<file path="config.mk">
export PLATFORM = sky130hd
export DESIGN_NAME = rv_iter_alu
export DESIGN_NICKNAME = d
export VERILOG_FILES = /design/src/rtl/rv_iter_alu.sv
export SDC_FILE = /design/constraint.sdc
export NUM_CORES = 1
export LEC_CHECK = 0
export ABC_AREA = 1
export CAP_MARGIN = 15
export CORE_MARGIN = 2
export CORE_UTILIZATION = 40
export DETAILED_ROUTE_END_ITERATION = 8
export GPL_TIMING_DRIVEN = 0
export PLACE_DENSITY_LB_ADDON = 0.12
export RECOVER_POWER = 25
export SYNTH_ARGS = -nofsm -noshare
export SYNTH_HDL_FRONTEND = slang
export SYNTH_SLANG_ARGS = --single-unit
</file>
<file path="constraint.sdc">
create_clock -name clk_i -period 2.6 [get_ports clk_i]
set_input_delay 0.52 -clock clk_i [delete_from_list [all_inputs] [get_ports clk_i]]
set_output_delay 0.52 -clock clk_i [all_outputs]
set_load 0.1 [all_outputs]
</file>
<file path="src/rtl/rv_iter_alu.sv">
// Multi-cycle RV32I ALU with an iterative shifter and valid/ready handshakes.
// Define RV_ITER_ALU_MUL_EN to add the shift-add multiplier (op 15).
module rv_iter_alu #(
   parameter int XLEN       = 32,
   parameter int SHIFT_STEP = 1
) (
   input  logic            clk_i,
   input  logic            rst_ni,
   input  logic            flush_i,
   input  logic            valid_i,
   output logic            ready_o,
   input  logic [3:0]      op_i,
   input  logic [XLEN-1:0] rsa_i,
   input  logic [XLEN-1:0] rsb_imm_i,
   output logic            valid_o,
   input  logic            ready_i,
   output logic [XLEN-1:0] dout_o,
   output logic            busy_o
);

   localparam int SW = $clog2(XLEN);
   localparam int CW = SW + 1;
   localparam logic [CW-1:0] STEP = CW'(SHIFT_STEP);

   localparam logic [1:0] S_IDLE  = 2'd0;
   localparam logic [1:0] S_SHIFT = 2'd1;
`ifdef RV_ITER_ALU_MUL_EN
   localparam logic [1:0] S_MUL   = 2'd2;
`endif
   localparam logic [1:0] S_DONE  = 2'd3;

   logic [1:0]      state;
   logic [XLEN-1:0] sh_q;
   logic [XLEN-1:0] dout_q;
   logic [CW-1:0]   cnt_q;
   logic [1:0]      kind_q;

   logic [SW-1:0]   shamt;
   logic            is_shift;
   logic [XLEN-1:0] res;
   logic [CW-1:0]   step;
   logic [XLEN-1:0] sh_nx;

`ifdef RV_ITER_ALU_MUL_EN
   logic [XLEN-1:0] mb_q;
   logic [XLEN-1:0] acc_q;
   logic [XLEN-1:0] acc_nx;

   assign acc_nx = acc_q + (mb_q[0] ? sh_q : '0);
`endif

   assign ready_o  = (state == S_IDLE);
   assign busy_o   = (state != S_IDLE);
   assign valid_o  = (state == S_DONE);
   assign dout_o   = dout_q;
   assign shamt    = rsb_imm_i[SW-1:0];
   assign is_shift = (op_i == 4'd5) || (op_i == 4'd6) || (op_i == 4'd7);

   always_comb begin
      res = '0;
      case (op_i)
         4'd0:  res = rsa_i + rsb_imm_i;
         4'd1:  res = rsa_i - rsb_imm_i;
         4'd2:  res = rsa_i & rsb_imm_i;
         4'd3:  res = rsa_i | rsb_imm_i;
         4'd4:  res = rsa_i ^ rsb_imm_i;
         // a shift only finishes here when its amount is zero
         4'd5, 4'd6, 4'd7: res = rsa_i;
         4'd8:  res = {{(XLEN-1){1'b0}}, rsa_i == rsb_imm_i};
         4'd9:  res = {{(XLEN-1){1'b0}}, rsa_i != rsb_imm_i};
         4'd10: res = {{(XLEN-1){1'b0}},
                       $signed(rsa_i) < $signed(rsb_imm_i)};
         4'd11: res = {{(XLEN-1){1'b0}},
                       $signed(rsa_i) >= $signed(rsb_imm_i)};
         4'd12: res = {{(XLEN-1){1'b0}}, rsa_i < rsb_imm_i};
         4'd13: res = {{(XLEN-1){1'b0}}, rsa_i >= rsb_imm_i};
         4'd14: res = rsb_imm_i;
         default: res = '0;
      endcase
   end

   always_comb begin
      step  = (cnt_q < STEP) ? cnt_q : STEP;
      sh_nx = sh_q;
      case (kind_q)
         2'b01:   sh_nx = sh_q << step;
         2'b10:   sh_nx = sh_q >> step;
         default: sh_nx = XLEN'($signed(sh_q) >>> step);
      endcase
   end

   always_ff @(posedge clk_i or negedge rst_ni) begin
      if (!rst_ni) begin
         state  <= S_IDLE;
         sh_q   <= '0;
         dout_q <= '0;
         cnt_q  <= '0;
         kind_q <= '0;
`ifdef RV_ITER_ALU_MUL_EN
         mb_q   <= '0;
         acc_q  <= '0;
`endif
      end else if (flush_i) begin
         state <= S_IDLE;
      end else begin
         case (state)
            S_IDLE: begin
               if (valid_i) begin
                  if (is_shift && (shamt != '0)) begin
                     state  <= S_SHIFT;
                     sh_q   <= rsa_i;
                     cnt_q  <= CW'(shamt);
                     kind_q <= op_i[1:0];
                  end
`ifdef RV_ITER_ALU_MUL_EN
                  else if (op_i == 4'd15) begin
                     state <= S_MUL;
                     sh_q  <= rsa_i;
                     mb_q  <= rsb_imm_i;
                     acc_q <= '0;
                     cnt_q <= CW'(XLEN);
                  end
`endif
                  else begin
                     state  <= S_DONE;
                     dout_q <= res;
                  end
               end
            end
            S_SHIFT: begin
               sh_q  <= sh_nx;
               cnt_q <= cnt_q - step;
               if (cnt_q == step) begin
                  state  <= S_DONE;
                  dout_q <= sh_nx;
               end
            end
`ifdef RV_ITER_ALU_MUL_EN
            S_MUL: begin
               acc_q <= acc_nx;
               sh_q  <= sh_q << 1;
               mb_q  <= mb_q >> 1;
               cnt_q <= cnt_q - 1'b1;
               if (cnt_q == CW'(1)) begin
                  state  <= S_DONE;
                  dout_q <= acc_nx;
               end
            end
`endif
            S_DONE: begin
               if (ready_i) state <= S_IDLE;
            end
            default: state <= S_IDLE;
         endcase
      end
   end

endmodule

</file>
* Yosys cells after proc, flatten, opt, wreduce, memory -nomap -nowiden *
Cells that the tools add are included.

word-level totals
  logic and storage cells = 80
  output and inout bits = 35
  bits of input ports = 73
  bits in registers = 74

operators by class
  muxes and demuxes = 19
  reduce and logical (&&, ||, !) cells = 13
  shift operators = 3
  $lt $le $gt $ge = 5
  equal/unequal tests = 28
  add/sub/neg operators = 3
  bitwise logic cells = 4

operators with widths
  operator                                                                       count
  32-bit case mux with 13 select lines                                           1
  32-bit case mux with 2 select lines                                            3
  32-bit two-way mux                                                             5
  32-bit greater-or-equal comparator                                             2
  32-bit less-than comparator                                                    2
  32-bit adder                                                                   1
  32-bit bitwise AND                                                             1
  32-bit == test                                                                 1
  32-bit != test                                                                 1
  32-bit OR                                                                      1
  32-bit by 6-bit << shifter with 32-bit output                                  1
  32-bit by 6-bit right shift with 32-bit output                                 1
  32-bit by 6-bit >>> shifter with 32-bit output                                 1
  32-bit subtractor                                                              1
  32-bit XOR                                                                     1
  4-bit == test (second input constant)                                          7
  6-bit two-way mux                                                              3
  4-bit by 3-bit == test with 1-bit output (second input constant)               4
  6-bit case mux with 2 select lines                                             1
  2-bit two-way mux                                                              5
  4-bit by 2-bit == test with 1-bit output (second input constant)               2
  4-bit AND reduction                                                            2
  6-bit == test                                                                  1
  6-bit by 1-bit less-than comparator with 1-bit output (second input constant)  1
  19 further kinds                                                               26

* Depth between registers and ports, before layout *
  word-level depth = 8
  mapped depth = 18
  depth with buffers taken out = 18

* Least setup slack after synthesis *
OpenSTA, ideal clock, no wires.

  kind = register to register
  start = register state[0]
  end = register dout_q[21] (netlist: dout_o[21])
  setup slack = -1,244 ps
  path buffers = 2
  arrival = 3,766 ps
  data required time = 2,522 ps
  library setup time = 78 ps
  stages on the path, launching flop included = 12
  period minus slack after synthesis = 3,844 ps
  path through = dfrtp_1 nor2_1 inv_1 nor2_1 inv_1 nand2_1 nor2_1 o21ai_1 buf_4 buf_2 nor2_1 a21oi_1

on the way
  word-level cells in the longest chain between the ends = 3
  elaborated cells on any way between the ends = 8
  classes of those cells = eq/ne: 4; mux: 1; reduce/logical: 3

ends and longest elaborated chain
  what                                                                  RTL line  RTL
  start, declared                                                       32        logic [1:0] state;
  start signal, assigned                                                94        state <= S_IDLE;
  start signal, assigned                                                104       state <= S_IDLE;
  start signal, assigned                                                110       state <= S_SHIFT;
  2-bit zero test *                                                     n/a
  named net ready_o                                                     11        output logic ready_o,
  2-bit != test (no source line) or 2-bit nonzero test (tied branches)  n/a
  5-bit AND reduction (no source line)                                  n/a
  end signal, assigned                                                  126       dout_q <= res;
  end signal, assigned                                                  135       dout_q <= sh_nx;
  end, declared                                                         34        logic [XLEN-1:0] dout_q;

Mark *: on every way through the listed nets, which the timed path passes. The rest lies on a longest branch.
A chain may end at the register's enable or synchronous reset.

* Final worst setup path *
  start = input op_i[2]
  end = register dout_q[15] (netlist: dout_o[15])

on the way
  word-level cells in the longest chain between the ends = 6
  elaborated cells on any way between the ends = 25
  classes of those cells = eq/ne: 15; mux: 4; reduce/logical: 6

ends and longest elaborated chain
  what                                                                        RTL line  RTL
  start, declared                                                             12        input logic [3:0] op_i,
  4-bit by 3-bit == test with 1-bit output                                    57, 61
  3-bit OR reduction or 1-bit logical OR (tied branches)                      61, 57
  32-bit case mux with 13 select lines or 1-bit logical OR (tied branches)    61, 57
  32-bit two-way mux or 1-bit logical AND (tied branches)                     109       if (is_shift && (shamt != '0)) begin
  32-bit two-way mux or 2-bit != test (tied branches)                         n/a
  32-bit case mux with 2 select lines or 5-bit AND reduction (tied branches)  n/a

Several ways; a longest one is shown, not always the timed one. The select of a mux whose other input is x is not followed.

==> impl_results.md <==
* Syn_nets at 1919
* GPL Wtd Cong at between 0.9 and 1
* Ys flop type: dfrtp_1
* Crit-path slowest cell: clkdlybuf4s50_1
* H-tree depth at 3
* Final min period at 2610 ps
* Clk_lat worst skew at ~340 ps
* Die height at between 150 and 200 um
* Core Rows at 58
* CP cell instances: clkdlybuf4s50_1 > nor2_1 > inv_1 > nor2_2 > buf_2 > nand3_1 > o211ai_1 > nand2_1 > a21oi_2
* Max Cap Viol at 1
* Share of the synthesized area in the top cell type at about 18%
* CP max FO at 10
* Total design power at approximately 12 mW
* Leakage Power at 6.79 nW
* Crit path largest cell delay at 530 ps
* CTS sink count at 74
* Fmax at 384 MHz
* CTS tree: built
* Count of unique library cells instantiated by Yosys at 51
* Post-Route WL at slightly below 50 mm
* Final period util at 100%
* Non-filler cells, final at 2243
* PnR worst setup slack at -6.39 ps
* DP Cell Count at 2182
* Worst Max-Slew Pin Slew at 1550 ps
* CTS clock-pin slew for the worst setup and hold paths at 60 ps
* Post-DP Area at 0.0119 mm^2
* Critical path startpoint category: primary input
* GRT Total Usage at 35.7%
* Worst Skew at 6.50 ps
* Hold crit path type: reg -> reg
* Syn Area/Cell at 5.94 um^2
* DRT iter0 DRCs at 1345
* Largest area contributor in the netlist: dfrtp_1
* Synth Register Bits at 74
* Cell area after synthesis at 0.0104 mm^2
* Die footprint at 0.0272 mm^2
* Failing checks: capacitance limit, slew limit, setup timing
* 1st-pass router iterations at 6
* DRC Markers at 0
* CP required at 2870 ps
* Top cells by area, synth: dfrtp_1, nand2_1, ha_1, inv_1, nor2_1
* Die W at 165 um
* Setup TNS Final at -10.9 ps
* Worst slew margin at -3.36%
* Synth async-reset ratio at 100%
* Nets at 2084
* Sequential area share after synthesis at 17.9%
* Hold bufs inserted after CTS at 0
* Final hold slack at 483 ps
* Grt ovf at 0
* Post-DR vias/cell at 5.77
* Vias in the first global route at 12100
* Pin count of the biggest net entering global routing at 48
* Final Max Slew Viols at 29
* Via count at 12900
* Initial Util at 40.9%
* Clock Path Buffers at 2
* P&R area growth vs syn at 35.9%
* Fin area at 0.0141 mm^2
* Placed wire-length estimate at 38.4 mm
* Core area at around 0.025 mm^2
* Mapped Cells at around 1700
* Initial antenna violation count at 1
* First-pass GRT wire length at 72.0 mm
* Peak supply drop at ~0.9 mV
* Final core utilization at between 50% and 60%
* Number of enable flip-flop cells after synthesis at 0
* Power density cells at 834 mW/mm^2
* WL/cell at 21.9 um
* Clock Root Buffer: clkbuf_16
* Yosys warning count at 0
* Dpl ws at -1250 ps
* RSZ-0062 raised after global routing: true
* Layout cells sized above 1 at 26.0%
* Number of port buffers at 107
* Post-route ant nets at 0
* Total inserted antenna cells at 0
* Final-report setup violation count at 2
* CP Data Arrival Time at 2880 ps
* Worst setup EP type: flip-flop
* Status: complete, but fails checks
* Final hold vios at 0
* Kind of critical path: in -> reg
* Post-synth top cells: nand2_1, inv_1, nor2_1, a21oi_1, nand3_1
* CTS buffer count at 9
* Cell with the most instances after synthesis: nand2_1
* Io pins at 108
==> cell type report <==
type                            count  area (um^2)
Clock inverter                      4         51.3
Buffer                             62          449
Clock buffer                       11          253
Multi-Input combinational cell   1348         8670
Tap cell                          330          413
Sequential cell                    74         1850
Fill cell                        2603        11300
Inverter                          258          995
Timing Repair Buffer              156         1390
==> state kept, by name, indices dropped and copies added, names as in the netlist <==
| register | cells |
|---|---|
| cnt_q | 6 |
| dout_o | 32 |
| kind_q | 2 |
| sh_q | 32 |
| state | 2 |
==> cells in the final DEF (no fill, tap or decap), types with 9 or more instances in the layout <==
master,count
nand3_2,20
buf_4,56
o22ai_1,62
o21ai_0,79
a211oi_1,12
buf_6,16
ha_1,82
dlygate4sd2_1,25
clkbuf_16,9
nand2_2,64
a21oi_1,90
nor2_2,31
dlymetal6s2s_1,16
buf_2,9
clkbuf_1,12
a21oi_4,17
o221ai_1,10
clkdlybuf4s50_1,45
nor3_1,13
nand4_1,13
o211ai_1,10
nand3_1,128
ha_4,18
nand2_1,341
inv_2,55
inv_1,192
nand2_4,10
clkbuf_2,21
o21ai_2,10
a21oi_2,47
nor2_1,155
dfrtp_1,74
or2_2,18
o221ai_2,10
o21ai_1,16
nor2_4,29
==> cells by family after synthesis <==
group / after synthesis / share of synthesized area (%)
and+or+nand+nor: 843 / 34.1
AOI/OAI and AO/OA: 403 / 23.3
buffers and inverters: 322 / 12.3
adders and majority gates: 102 / 12.5
DFF: 74 / 17.9
==> power by group <==
group / switching [mW] / internal, mW
combinational: 5.91 / 2.47
clock: 0.502 / 0.790
sequential: 0.355 / 1.71
total: 6.76 / 4.98
==> worst max-delay path, delay by kind of cell <==
| family | cells | cell delay (ps) |
|---|---|---|
| buffers and inverters | 3 | 1120 |
| AND/OR/NAND/NOR | 4 | 850 |
| AO/OA/AOI/OAI | 2 | 390 |
==> layer usage <==
layer	track usage [%]	vias to the layer above	share of wire, %
met2	57.6	625	45
met5	0	-	0.027
met4	11.7	2	3.3
met1	49.1	6088	43
li1	-	6122	-
met3	5.02	95	8.8
==> path summary, 6_finish.rpt <==
kind | from | to | slack, ps | depth (start not counted)
setup / recovery | op_i[2] | dout_o[15] | -6 | 9
hold / removal | dout_o[1] | dout_o[1] | 480 | 2
setup reg to reg | cnt_q[2] | dout_o[31] | 140 | 14
hold reg to reg | dout_o[1] | dout_o[1] | 480 | 2
max in group asynchronous | rst_ni | sh_q[31] | 510 | 2
min in group asynchronous | rst_ni | dout_o[1] | 550 | 1
==> repair_timing <==
action,4_1_cts,5_1_grt
setup endpoints to repair,41,69
pin swaps,42,53
setup buffers,21,27
gates resized for setup,356,228
Power figures use the tool's default switching activity.
